[src/rtl/vga_sync_decoder.sv]
// VGA receive-side timing recovery: detects sync edges, tracks raster position,
// verifies line/frame geometry, declares lock and re-emits active pixels with (x, y).
module vga_sync_decoder #(
  parameter int H_TOTAL     = 800,
  parameter int V_TOTAL     = 525,
  parameter int H_ACT_START = 144,
  parameter int H_ACT_LEN   = 640,
  parameter int V_ACT_START = 35,
  parameter int V_ACT_LEN   = 480,
  parameter int LOCK_FRAMES = 2
) (
  input  logic        clk,
  input  logic        reset_n,
  input  logic        i_hsync,
  input  logic        i_vsync,
  input  logic [3:0]  i_red,
  input  logic [3:0]  i_green,
  input  logic [3:0]  i_blue,
  output logic [9:0]  o_x,
  output logic [9:0]  o_y,
  output logic        o_de,
  output logic [3:0]  o_red,
  output logic [3:0]  o_green,
  output logic [3:0]  o_blue,
  output logic        o_locked,
  output logic        o_frame_start,
  output logic        o_err,
  output logic [10:0] o_line_len,
  output logic [10:0] o_frame_lines
);

  localparam int GW = (LOCK_FRAMES < 2) ? 1 : $clog2(LOCK_FRAMES + 1);

  localparam logic [10:0]   H_TOT     = 11'(H_TOTAL);
  localparam logic [10:0]   H_MAX     = 11'(2 * H_TOTAL);
  localparam logic [10:0]   V_TOT     = 11'(V_TOTAL);
  localparam logic [10:0]   V_MAX     = 11'(2 * V_TOTAL);
  localparam logic [10:0]   HA_LO     = 11'(H_ACT_START);
  localparam logic [10:0]   HA_HI     = 11'(H_ACT_START + H_ACT_LEN);
  localparam logic [10:0]   VA_LO     = 11'(V_ACT_START);
  localparam logic [10:0]   VA_HI     = 11'(V_ACT_START + V_ACT_LEN);
  localparam logic [GW-1:0] GOOD_LOCK = GW'(LOCK_FRAMES);

  typedef enum logic [1:0] {
    SEARCH = 2'd0,
    VERIFY = 2'd1,
    LOCKED = 2'd2
  } state_t;

  // Stage-1 input registers and edge history
  logic        hs_q, vs_q, hs_prev_q, vs_prev_q;
  logic [3:0]  red_q, green_q, blue_q;

  logic [10:0] h_cnt_q, v_cnt_q;
  state_t      state_q, state_d;
  logic [GW-1:0] good_q, good_d;
  logic        first_q, first_d;

  // Output registers
  logic [9:0]  x_q, y_q;
  logic        de_q, locked_q, fs_q, err_q;
  logic [3:0]  ored_q, ogreen_q, oblue_q;
  logic [10:0] line_len_q, frame_lines_q;

  logic        hs_rise, vs_rise;
  logic [10:0] h_cur, v_cur;
  logic        line_bad, frame_bad, tmo, viol;
  logic        err_d, de_d;
  logic [9:0]  x_d, y_d;

  assign hs_rise = hs_q & ~hs_prev_q;
  assign vs_rise = vs_q & ~vs_prev_q;

  // h_cur/v_cur are the raster position of the pixel currently held in stage 1
  always_comb begin
    h_cur = '0;
    if (!hs_rise) begin
      h_cur = (h_cnt_q == H_MAX) ? H_MAX : h_cnt_q + 11'd1;
    end
    v_cur = v_cnt_q;
    if (vs_rise) begin
      v_cur = '0;
    end else if (hs_rise) begin
      v_cur = (v_cnt_q == V_MAX) ? V_MAX : v_cnt_q + 11'd1;
    end
  end

  always_comb begin
    line_bad  = hs_rise && !first_q && ((h_cnt_q + 11'd1) != H_TOT);
    frame_bad = vs_rise && ((v_cnt_q + 11'd1) != V_TOT);
    tmo       = ((h_cur == H_MAX) && (h_cnt_q != H_MAX)) ||
                ((v_cur == V_MAX) && (v_cnt_q != V_MAX));
    viol      = line_bad | frame_bad | tmo;
  end

  always_comb begin
    state_d = state_q;
    good_d  = good_q;
    first_d = first_q;
    err_d   = 1'b0;
    if (hs_rise) begin
      first_d = 1'b0;
    end
    unique case (state_q)
      SEARCH: begin
        if (vs_rise) begin
          state_d = VERIFY;
          good_d  = '0;
          first_d = 1'b1;
        end
      end
      VERIFY: begin
        if (viol) begin
          state_d = SEARCH;
        end else if (vs_rise) begin
          if ((good_q + GW'(1)) == GOOD_LOCK) begin
            state_d = LOCKED;
          end else begin
            good_d = good_q + GW'(1);
          end
        end
      end
      LOCKED: begin
        if (viol) begin
          err_d   = 1'b1;
          state_d = SEARCH;
        end
      end
      default: state_d = SEARCH;
    endcase
  end

  always_comb begin
    de_d = (state_q == LOCKED) &&
           (h_cur >= HA_LO) && (h_cur < HA_HI) &&
           (v_cur >= VA_LO) && (v_cur < VA_HI);
    x_d  = de_d ? 10'(h_cur - HA_LO) : 10'd0;
    y_d  = de_d ? 10'(v_cur - VA_LO) : 10'd0;
  end

  always_ff @(posedge clk or negedge reset_n) begin
    if (!reset_n) begin
      hs_q          <= 1'b0;
      vs_q          <= 1'b0;
      hs_prev_q     <= 1'b0;
      vs_prev_q     <= 1'b0;
      red_q         <= '0;
      green_q       <= '0;
      blue_q        <= '0;
      h_cnt_q       <= '0;
      v_cnt_q       <= '0;
      state_q       <= SEARCH;
      good_q        <= '0;
      first_q       <= 1'b0;
      x_q           <= '0;
      y_q           <= '0;
      de_q          <= 1'b0;
      ored_q        <= '0;
      ogreen_q      <= '0;
      oblue_q       <= '0;
      locked_q      <= 1'b0;
      fs_q          <= 1'b0;
      err_q         <= 1'b0;
      line_len_q    <= '0;
      frame_lines_q <= '0;
    end else begin
      hs_q      <= i_hsync;
      vs_q      <= i_vsync;
      hs_prev_q <= hs_q;
      vs_prev_q <= vs_q;
      red_q     <= i_red;
      green_q   <= i_green;
      blue_q    <= i_blue;
      h_cnt_q   <= h_cur;
      v_cnt_q   <= v_cur;
      state_q   <= state_d;
      good_q    <= good_d;
      first_q   <= first_d;
      x_q       <= x_d;
      y_q       <= y_d;
      de_q      <= de_d;
      ored_q    <= de_d ? red_q   : 4'd0;
      ogreen_q  <= de_d ? green_q : 4'd0;
      oblue_q   <= de_d ? blue_q  : 4'd0;
      locked_q  <= (state_d == LOCKED);
      fs_q      <= vs_rise;
      err_q     <= err_d;
      if (hs_rise) begin
        line_len_q <= h_cnt_q + 11'd1;
      end
      if (vs_rise) begin
        frame_lines_q <= v_cnt_q + 11'd1;
      end
    end
  end

  assign o_x           = x_q;
  assign o_y           = y_q;
  assign o_de          = de_q;
  assign o_red         = ored_q;
  assign o_green       = ogreen_q;
  assign o_blue        = oblue_q;
  assign o_locked      = locked_q;
  assign o_frame_start = fs_q;
  assign o_err         = err_q;
  assign o_line_len    = line_len_q;
  assign o_frame_lines = frame_lines_q;

endmodule

[config.mk]
export PLATFORM = sky130hd
export DESIGN_NAME = vga_sync_decoder
export DESIGN_NICKNAME = d
export VERILOG_FILES = /design/src/rtl/vga_sync_decoder.sv
export SDC_FILE = /design/constraint.sdc
export NUM_CORES = 1
export LEC_CHECK = 0
export BUFFER_PORTS_ARGS = -buffer_cell sky130_fd_sc_hd__buf_4
export CAP_MARGIN = 25
export CORE_ASPECT_RATIO = 2
export CORE_MARGIN = 2
export CORE_UTILIZATION = 30
export DETAILED_ROUTE_END_ITERATION = 16
export SKIP_CTS_REPAIR_TIMING = 1
export SLEW_MARGIN = 10
export SYNTH_ARGS = -nofsm -noshare
export SYNTH_HDL_FRONTEND = slang
export SYNTH_SLANG_ARGS = --single-unit
[constraint.sdc]
create_clock -name clk -period 8 [get_ports clk]
set_clock_uncertainty 0.2 [all_clocks]
set_input_delay 0.4 -clock clk [delete_from_list [all_inputs] [get_ports clk]]
set_output_delay 0.4 -clock clk [all_outputs]
set_load 0.05 [all_outputs]
==> qor.yml, run 1 <==
status: "finished clean"
crit_end: "o_y[5]$_DFF_PN0_"
crit_path_start_kind: "flip-flop"
grt_use_total: 0.132
setup_viol_count_final: 0
rsz0062_at_grt: "no"
route.detailed.drc: 0
timing.rr.end: "o_y[5]$_DFF_PN0_"
switching_share: 0.300
wl_um: 10900
viasPerCell: 4.70
floorplan.io_pins: 74
rows: 65
nNetsFinal: 569
synth-adder-area-share: 0.0291
seq_power_share: 0.478
drive_gt1_frac: 0.214
async_flop_share: 1.00
slew-limit-headroom: 0.333
hold_class: "reg -> reg"
pwr-share-clk: 0.346
finalHoldViolCount: 0
yosys-top-cells-count: "101 x dfrtp_1, 52 x nor2_1, 47 x nand2_1, 31 x o21ai_0, 28 x inv_1"
grt_max_degree: 74
synthToLayoutAreaGrowth_pct: 24.3
p_leak_nw: 2.75
worstMarginPinSlew_ns: 0.999
cp_max_fo: 32
antenna_found_initial: 0
slew_viol_final: 0
numCtsBuffers: 9
clock_sinks: 101
yosys.area_share.simple: 0.188
power.density_nw_per_um2: 208
synth_cell_types: 61
reg2reg_depth: 9
overflow: 0
first_pass_iters: 4
start_util: 0.303
ir_drop_v: 0.000153
regToRegStartpoint: "v_cnt_q[5]$_DFF_PN0_"
gr-usage-met2: 0.202
synth_area_sq_um: 4730
p_switching_mw: 0.368
p_comb_frac: 0.176
clk_pin_slew_ns: 0.07
drv_cap: 0
max_freq_mhz: 253
clkLatencyLatePin_ns: 0.35
wire_per_inst_um: 14.5
synth_area_leaders: "dfrtp_1 53%, nor2_1 4.1%, nand2_1 3.7%"
place_congestion: 0.868
fin_crit_ns: 3.95
core-area_sq_um: 15600
cp_data_arrival_time_ns: 4.01
finalSetupTns_ns: 0
synth_compound_area_frac: 0.134
hold_slack_ns: 0.180
grt.busiest_layer: "met2"
ys_ff_latch: 101
die_area_sq_um: 16800
grt_pass1_wl_um: 17700
synth_top_cell_area_share: 0.534
synth_top_family_by_area: "simple AND/OR/NAND/NOR gates"
timing.final.crit_share: 0.494
path_class: "reg -> reg"
use_met3: 0.0245
synth_edf_count: 0
ys_seq_area_frac: 0.534
die_w_um: 92.8
synthXorXnorAreaFrac: 0.0611
crit_required_ns: 8.06
cts_root_buf: "clkbuf_16"
insertedDiodeCount: 0
port_buffers: 73
dpl.hpwl_um: 7400
cts_tree: "done"
r2r_slack_ns: 4.05
h-tree-depth: 3
synth_nets: 491
yosys.cell_count.top_type: "dfrtp_1"
synth_mux_area_frac: 0.00423
syn_area_per_cell_sq_um: 10.2
grt_pass1_vias: 3366
via_count: 3517
drt_iter0_drc: 181
cts_buffer_depth: 2
synth_top_area_cell: "dfrtp_1"
yosys_warnings: 0
crit_start: "v_cnt_q[5]$_DFF_PN0_"
endpoint_kind: "flip-flop"
die_y_um: 182
p_int_mw: 0.857
grt_util_met1: 0.184
drtAntennaViolNets: 0
syn_inst: 464
synth_top_flop_cell: "dfrtp_1"
==> routing by layer <==
layer,wire length (um),up-vias
li1,-,1742
met4,184,0
met3,492,15
met1,5110,1663
met5,0,-
met2,5070,97
==> cells by family (layout without fill, tap and decap cells) <==
logic type,count (synthesis),count (layout)
AO/OA/AOI/OAI,86,86
XOR/XNOR,33,33
adder cells (fa/ha/maj),11,11
buffers and inverters,54,137
flip-flops,101,101
multiplexers,2,2
AND/OR/NAND/NOR,177,177
==> how the worst min path moves through the flow <==
stage,start,endpoint,slack [ns],cells after the start
finish,vs_q$_DFF_PN0_,vs_prev_q$_DFF_PN0_,0.18,0
global route,vs_q$_DFF_PN0_,vs_prev_q$_DFF_PN0_,0.21,0
CTS,reset_n,o_x[1]$_DFF_PN0_,-0.23,1
global placement,reset_n,red_q[0]$_DFF_PN0_,0.14,1
detailed placement,reset_n,red_q[0]$_DFF_PN0_,0.14,1
floorplan,reset_n,blue_q[0]$_DFF_PN0_,-0.1,0
==> cell usage in the layout (no fill, tap or decap), drive strengths merged, types with 3 or more instances in the layout <==
master       netlist  final
dfrtp            101    101
buf                9     77
nor2              52     52
nand2             47     47
o21ai             32     32
inv               29     31
xnor2             20     20
nand3             15     15
dlygate4sd3        0     15
xor2              13     13
nor3              12     12
a21oi             12     12
ha                11     11
clkbuf            16     11
o31ai              8      8
nand2b             7      7
or2                7      7
and2               5      5
or4                5      5
a31oi              5      5
nand4              4      4
or4b               4      4
nor2b              3      3
or3                3      3
o22ai              3      3
o311ai             3      3
==> cell type report <==
type                            instances  area [sq um]
Tap cell                              201           251
Clock buffer                           11           253
Sequential cell                       101          2530
Inverter                               29           109
Clock inverter                          5          41.3
Multi-Input combinational cell        309          1970
Fill cell                            1576          9740
Timing Repair Buffer                   92           728
==> power by group through the flow <==
stage | registers, mW | clock network [mW] | logic, mW
floorplan | 0.619 | 0 | 0.117
global placement | 0.593 | 0 | 0.210
CTS | 0.585 | 0.435 | 0.212
finish | 0.586 | 0.424 | 0.216
detailed placement | 0.595 | 0 | 0.211
global route | 0.592 | 0.460 | 0.238
==> state kept, by name, summed over array words and instances (netlist names), 10 cells and up <==
signal         cells
h_cnt_q           11
o_frame_lines     11
o_line_len        11
v_cnt_q           11
o_x               10
o_y               10
==> metrics by stage <==
| stage | cell area (sq um) | setup WS, ns | instances | utilization | power [mW] |
|---|---|---|---|---|---|
| after floorplan | 4730 | 4.74 | 464 | - | 0.736 |
| after global placement | 5430 | 4.12 | 717 | 0.348 | 0.803 |
| after detailed placement | 5430 | 4.07 | 717 | 0.348 | 0.806 |
| after CTS | 5730 | 4.04 | 733 | 0.367 | 1.23 |
| after global routing | 5880 | 3.76 | 748 | 0.376 | 1.29 |
| final | 5880 | 4.05 | 748 | 0.376 | 1.23 |
==> critical path, cell delays in order (launching register included) <==
cell	delay (ns)
dfrtp_1	0.49
or4b_4	0.60
o31ai_4	0.35
o221a_2	0.29
ha_1	0.24
nand2_1	0.07
or4_1	0.41
o221ai_1	0.33
o2111ai_4	0.52
nor3b_1	0.36
No activity file was read; power rests on OpenSTA's default activity.
==> run 2: changes to the inputs <==
==> constraint.sdc (replaced) <==
create_clock -name clk -period 3.5 [get_ports clk]
set_clock_uncertainty 0.2 [all_clocks]
set_input_delay 0.175 -clock clk [delete_from_list [all_inputs] [get_ports clk]]
set_output_delay 0.175 -clock clk [all_outputs]
set_load 0.05 [all_outputs]
==> run 2 against run 1 <==
  * Clock power is 130% higher
  * Sequential power increased by 130%
  * Routed wire length rose by 2.0%
  * Worst hold slack worse by 0.012 ns
  * Final cell count is 3.1% higher
  * First-iteration DRC count shrank 5.5%
  * Register-to-register slack worse by 3.9 ns
  * Combinational power is 140% higher
  * Setup slack got worse by 3.9 ns
  * Count of clock-buffer cells in the layout is 1 lower
  * Highest routed layer unchanged
==> qor.yml, run 2 (synthesized netlist as in run 1, its figures left out) <==
die_area_sq_um: 16800  # unchanged
drv_cap: 0  # unchanged
crit_path_start_kind: "flip-flop"
grt_pass1_vias: 3564  # +5.9%
finalSetupTns_ns: 0  # unchanged
power.total_mw: 2.83  # +130%
finalHoldViolCount: 0  # unchanged
crit_end: "o_x[5]$_DFF_PN0_"
setup_viol_count_final: 0  # unchanged
layout_commonest_cell: "dfrtp_1"
slew_viol_final: 0  # unchanged
via_count: 3655  # +3.9%
overflow: 0  # unchanged
power.density_nw_per_um2: 466  # +120%
wire_per_inst_um: 14.4  # -1.1%
route.detailed.drc: 0  # unchanged
worstMarginPinSlew_ns: 0.592  # -0.408 ns
p_comb_frac: 0.181  # +0.005
p_leak_nw: 2.87  # +4.2%
max_freq_mhz: 301  # +19%
wl_um: 11100  # +2.0%
timing.rr.end: "o_x[5]$_DFF_PN0_"
floorplan.io_pins: 74  # unchanged
die_w_um: 92.8  # unchanged
grt_pass1_wl_um: 18200  # +3.3%
final_cell_mix: "101 x dfrtp_1, 100 x buf_4, 52 x nor2_1, 47 x nand2_1, 31 x o21ai_0"
reg2reg_depth: 10  # +1
cts_buffer_depth: 2  # unchanged
core-area_sq_um: 15600  # unchanged
status: "finished clean"
port_buffers: 73  # unchanged
antenna_found_initial: 0  # unchanged
insertedDiodeCount: 0  # unchanged
slew-limit-headroom: 0.605  # +0.272
clkLatencyLatePin_ns: 0.35  # about the same
grt_use_total: 0.136  # +0.00401
hold_class: "in -> async"
h-tree-depth: 3  # unchanged
dpl.hpwl_um: 8050  # +8.8%
place_congestion: 0.893  # +2.9%
viasPerCell: 4.74  # +0.82%
fin_crit_ns: 3.32  # -0.634 ns
timing.final.crit_share: 0.949  # +0.454
start_util: 0.303  # unchanged
dp_slack_ns: 0.0545  # -4.02 ns
crit_start: "v_cnt_q[5]$_DFF_PN0_"
clock_sinks: 101  # unchanged
pwr-share-clk: 0.346  # about the same
seq_power_share: 0.472  # -0.006
drtAntennaViolNets: 0  # unchanged
finalWorstSetupSlack_ns: 0.180  # -3.87 ns
fill_cells: 1570  # -0.38%
r2r_slack_ns: 0.18  # -3.87 ns
die_y_um: 182  # unchanged
path_class: "reg -> reg"
grt_max_degree: 49  # -34%
cts_root_buf: "clkbuf_16"
first_pass_iters: 4  # unchanged
switching_share: 0.308  # +0.00732
rows: 65  # unchanged
instances_no_fill: 771  # +3.1%
p_int_mw: 1.96  # +130%
cp_data_arrival_time_ns: 3.40  # -0.61 ns
ir_drop_v: 0.000368  # +140%
drt_iter0_drc: 171  # -5.5%
regToRegStartpoint: "v_cnt_q[5]$_DFF_PN0_"
nNetsFinal: 592  # +4.0%
hold_slack_ns: 0.167  # -0.0123 ns
drive_gt1_frac: 0.251  # +0.0370
synthToLayoutAreaGrowth_pct: 28.4
cp_max_fo: 9  # -72%
clk_pin_slew_ns: 0.07  # about the same
crit_required_ns: 3.58  # -4.48 ns
endpoint_kind: "flip-flop"
cts_tree: "done"
numCtsBuffers: 9  # unchanged
p_switching_mw: 0.870  # +140%
dp_cells: 738  # +2.9%
[run 2: worst max-delay path, cell delays in order (launching register included)]
cell,delay [ns]
dfrtp_1,0.40
or4b_4,0.56
o31ai_4,0.32
o221a_2,0.30
ha_1,0.19
nand2_1,0.05
or4_1,0.43
o221ai_2,0.23
o2111ai_4,0.24
buf_4,0.24
nor2_1,0.10
[run 2: metrics by stage]
| stage | cell area (sq um) | utilization |
|---|---|---|
| after detailed placement | 5590 | 0.358 |
| after global placement | 5590 | 0.358 |
| final | 6070 | 0.389 |
| after global routing | 6070 | 0.389 |
| after CTS | 5890 | 0.377 |
| after floorplan | 4730 | - |
[run 2: worst min path at each step]
stage                          end  slack, ns  depth (start not counted)
6_report        red_q[0]$_DFF_PN0_       0.17                          2
5_1_grt        vs_prev_q$_DFF_PN0_       0.20                          0
4_1_cts         red_q[0]$_DFF_PN0_      -0.36                          1
3_5_place_dp    red_q[0]$_DFF_PN0_       0.03                          1
3_3_place_gp    red_q[0]$_DFF_PN0_       0.03                          1
2_1_floorplan  blue_q[0]$_DFF_PN0_      -0.32                          0
[run 2: cell type report]
type | instances | area [sq um] | share of cell area
clock buffer | 10 | 239 | 0.0394
clock inverter | 6 | 56.3 | 0.00927
inverter | 29 | 109 | 0.0179
multi-input combinational | 309 | 1990 | 0.327
sequential | 101 | 2530 | 0.416
tap | 201 | 251 | 0.0414
timing repair buffer | 115 | 901 | 0.148
[run 2: routing by layer]
layer / vias to the layer above / part of all wire / GRT usage
met2: 111 / 0.48 / 0.219
li1: 1799 / - / -
met5: - / 0 / 0
met1: 1732 / 0.45 / 0.182
met3: 13 / 0.055 / 0.0324
met4: 0 / 0.018 / 0.0424
[run 2: power groups by stage]
| stage | Sequential, mW | Clock [mW] | Combinational, mW |
|---|---|---|---|
| 6_report | 1.33 | 0.979 | 0.513 |
| 5_1_grt | 1.35 | 1.06 | 0.568 |
| 4_1_cts | 1.34 | 1.01 | 0.503 |
| 3_5_place_dp | 1.36 | 0 | 0.501 |
| 3_3_place_gp | 1.35 | 0 | 0.494 |
| 2_1_floorplan | 1.41 | 0 | 0.268 |
==> run 3: changes to the inputs <==
--- a/config.mk
+++ b/config.mk
@@ -11,6 +11,7 @@
 export CORE_MARGIN = 2
 export CORE_UTILIZATION = 30
 export DETAILED_ROUTE_END_ITERATION = 16
+export REMOVE_ABC_BUFFERS = 1
 export SKIP_CTS_REPAIR_TIMING = 1
 export SLEW_MARGIN = 10
 export SYNTH_ARGS = -nofsm -noshare
==> constraint.sdc (replaced) <==
create_clock -name clk -period 3.25 [get_ports clk]
set_clock_uncertainty 0.2 [all_clocks]
set_input_delay 0.1625 -clock clk [delete_from_list [all_inputs] [get_ports clk]]
set_output_delay 0.1625 -clock clk [all_outputs]
set_load 0.05 [all_outputs]
==> run 3 against run 2 <==
  * Largest power group unchanged
  * Largest cell class unchanged
  * Combinational power up 17%
  * The flow now finishes with violations (negative setup slack)
  * Clock power up 5%
  * Non-clock buffer count up 18
==> qor.yml, run 3 (synthesized netlist as in run 1, its figures left out) <==
crit_required_ns: 3.33  # -0.25 ns
wire_per_inst_um: 14.8  # +2.8%
grt_pass1_vias: 3648  # +2.4%
path_class: "reg -> reg"
die_area_sq_um: 16800  # unchanged
fin_crit_ns: 3.26  # -0.0574 ns
setup_viol_count_final: 5  # +5
numCtsBuffers: 9  # unchanged
dp_slack_ns: 0.0196  # -0.0349 ns
cts_buffer_depth: 2  # unchanged
finalHoldViolCount: 0  # unchanged
violations: "negative setup slack"
slew-limit-headroom: 0.570  # -0.0354
instances_no_fill: 789  # +2.3%
dpl.hpwl_um: 8490  # +5.4%
dp_cells: 753  # +2.0%
port_buffers: 73  # unchanged
cts_root_buf: "clkbuf_16"
drive_gt1_frac: 0.310  # +0.0586
slew_viol_final: 0  # unchanged
finalSetupTns_ns: -0.0333  # -0.0333 ns
start_util: 0.303  # unchanged
final_cell_mix: "112 x buf_4, 100 x dfrtp_1, 46 x nand2_1, 37 x nor2_1, 31 x o21ai_0"
viasPerCell: 4.70  # -0.92%
clk_pin_slew_ns: 0.07  # about the same
core-area_sq_um: 15600  # unchanged
clock_sinks: 101  # unchanged
drtAntennaViolNets: 0  # unchanged
antenna_found_initial: 0  # unchanged
hold_class: "in -> async"
nNetsFinal: 610  # +3.0%
final_area_sq_um: 6390  # +5.2%
route.detailed.drc: 0  # unchanged
reg2reg_depth: 11  # +1
place_congestion: 0.901  # +0.88%
hold_slack_ns: 0.0421  # -0.125 ns
r2r_slack_ns: -0.01  # -0.19 ns
cts_tree: "done"
timing.rr.end: "o_y[8]$_DFF_PN0_"
cp_max_fo: 10  # +1
cp_data_arrival_time_ns: 3.34  # -0.06 ns
overflow: 0  # unchanged
rows: 65  # unchanged
h-tree-depth: 3  # unchanged
finalCoreUtilization: 0.409  # +0.0204
die_w_um: 92.8  # unchanged
endpoint_kind: "flip-flop"
grt_max_degree: 82  # +67%
place_area_sq_um: 5720  # +2.2%
layout_commonest_cell: "buf_4"
status: "complete, but fails checks"
drt_iter0_drc: 150  # -12%
die_y_um: 182  # unchanged
worstMarginPinSlew_ns: 0.645  # +0.0532 ns
grt_use_total: 0.142  # +0.00571
fill_cells: 1517  # -3.4%
insertedDiodeCount: 0  # unchanged
drv_cap: 0  # unchanged
finalWorstSetupSlack_ns: -0.0130  # -0.193 ns
first_pass_iters: 4  # unchanged
wl_um: 11600  # +5.2%
max_freq_mhz: 306  # +1.8%
p_leak_nw: 3.00  # +4.5%
synthToLayoutAreaGrowth_pct: 35.1
ir_drop_v: 0.000249  # -32%
floorplan.io_pins: 74  # unchanged
grt_pass1_wl_um: 19000  # +3.9%
regToRegStartpoint: "v_cnt_q[5]$_DFF_PN0_"
via_count: 3706  # +1.4%
crit_path_start_kind: "flip-flop"
timing.final.crit_share: 1.00  # +0.0553
rsz0062_at_grt: "yes"
power.density_nw_per_um2: 479  # +2.9%
power.total_mw: 3.06  # +8.2%
clkLatencyLatePin_ns: 0.34  # about the same
run 3: changes by cell type in the layout (fill, tap and decap cells not counted), moves of 7 or more:
cell,previous run,this run
nor2_1,52,37
buf_4,100,112
nor2_2,0,8
nor2_4,0,7
run 3: power breakdown:
part	switching, mW	total, mW	internal [mW]
Clock	0.494	1.03	0.535
Sequential	0.0891	1.43	1.34
Combinational	0.360	0.599	0.239
run 3: how the worst max path moves through the flow:
stage | start | end | slack [ns] | depth (start not counted)
after floorplan | vs_q$_DFF_PN0_ | o_x[9]$_DFF_PN0_ | -0.22 | 9
after global placement | v_cnt_q[2]$_DFF_PN0_ | o_y[9]$_DFF_PN0_ | 0.0007 | 10
after detailed placement | v_cnt_q[2]$_DFF_PN0_ | o_y[9]$_DFF_PN0_ | 0.02 | 10
after CTS | v_cnt_q[2]$_DFF_PN0_ | o_y[9]$_DFF_PN0_ | -0.06 | 10
after global routing | v_cnt_q[5]$_DFF_PN0_ | o_y[6]$_DFF_PN0_ | -0.15 | 11
final | v_cnt_q[5]$_DFF_PN0_ | o_y[8]$_DFF_PN0_ | -0.01 | 11
run 3: critical path: stages (launching register included):
cell	delay [ns]
dfrtp_1	0.38
or4b_4	0.57
o31ai_4	0.26
o221a_4	0.25
ha_4	0.13
nand2_2	0.04
or4_4	0.42
o221ai_2	0.17
buf_4	0.15
o2111ai_4	0.26
clkbuf_16	0.28
a21oi_2	0.09
run 3: layout make-up:
cell class / count / area (sq um) / share of cell area
clock buffers: 10 / 229 / 0.0358
flip-flops and latches: 101 / 2530 / 0.396
repair buffers: 133 / 1110 / 0.174
inverters: 29 / 109 / 0.0170
multi-input cells: 309 / 2110 / 0.330
well taps: 201 / 251 / 0.0394
clock inverters: 6 / 51.3 / 0.00803
run 3: routing by layer:
layer / vias to the layer above / share of wire / GRT usage
li1: 1832 / - / -
met1: 1762 / 0.45 / 0.187
met2: 102 / 0.49 / 0.233
met3: 10 / 0.043 / 0.0282
met4: 0 / 0.017 / 0.0459
met5: - / 0 / 0
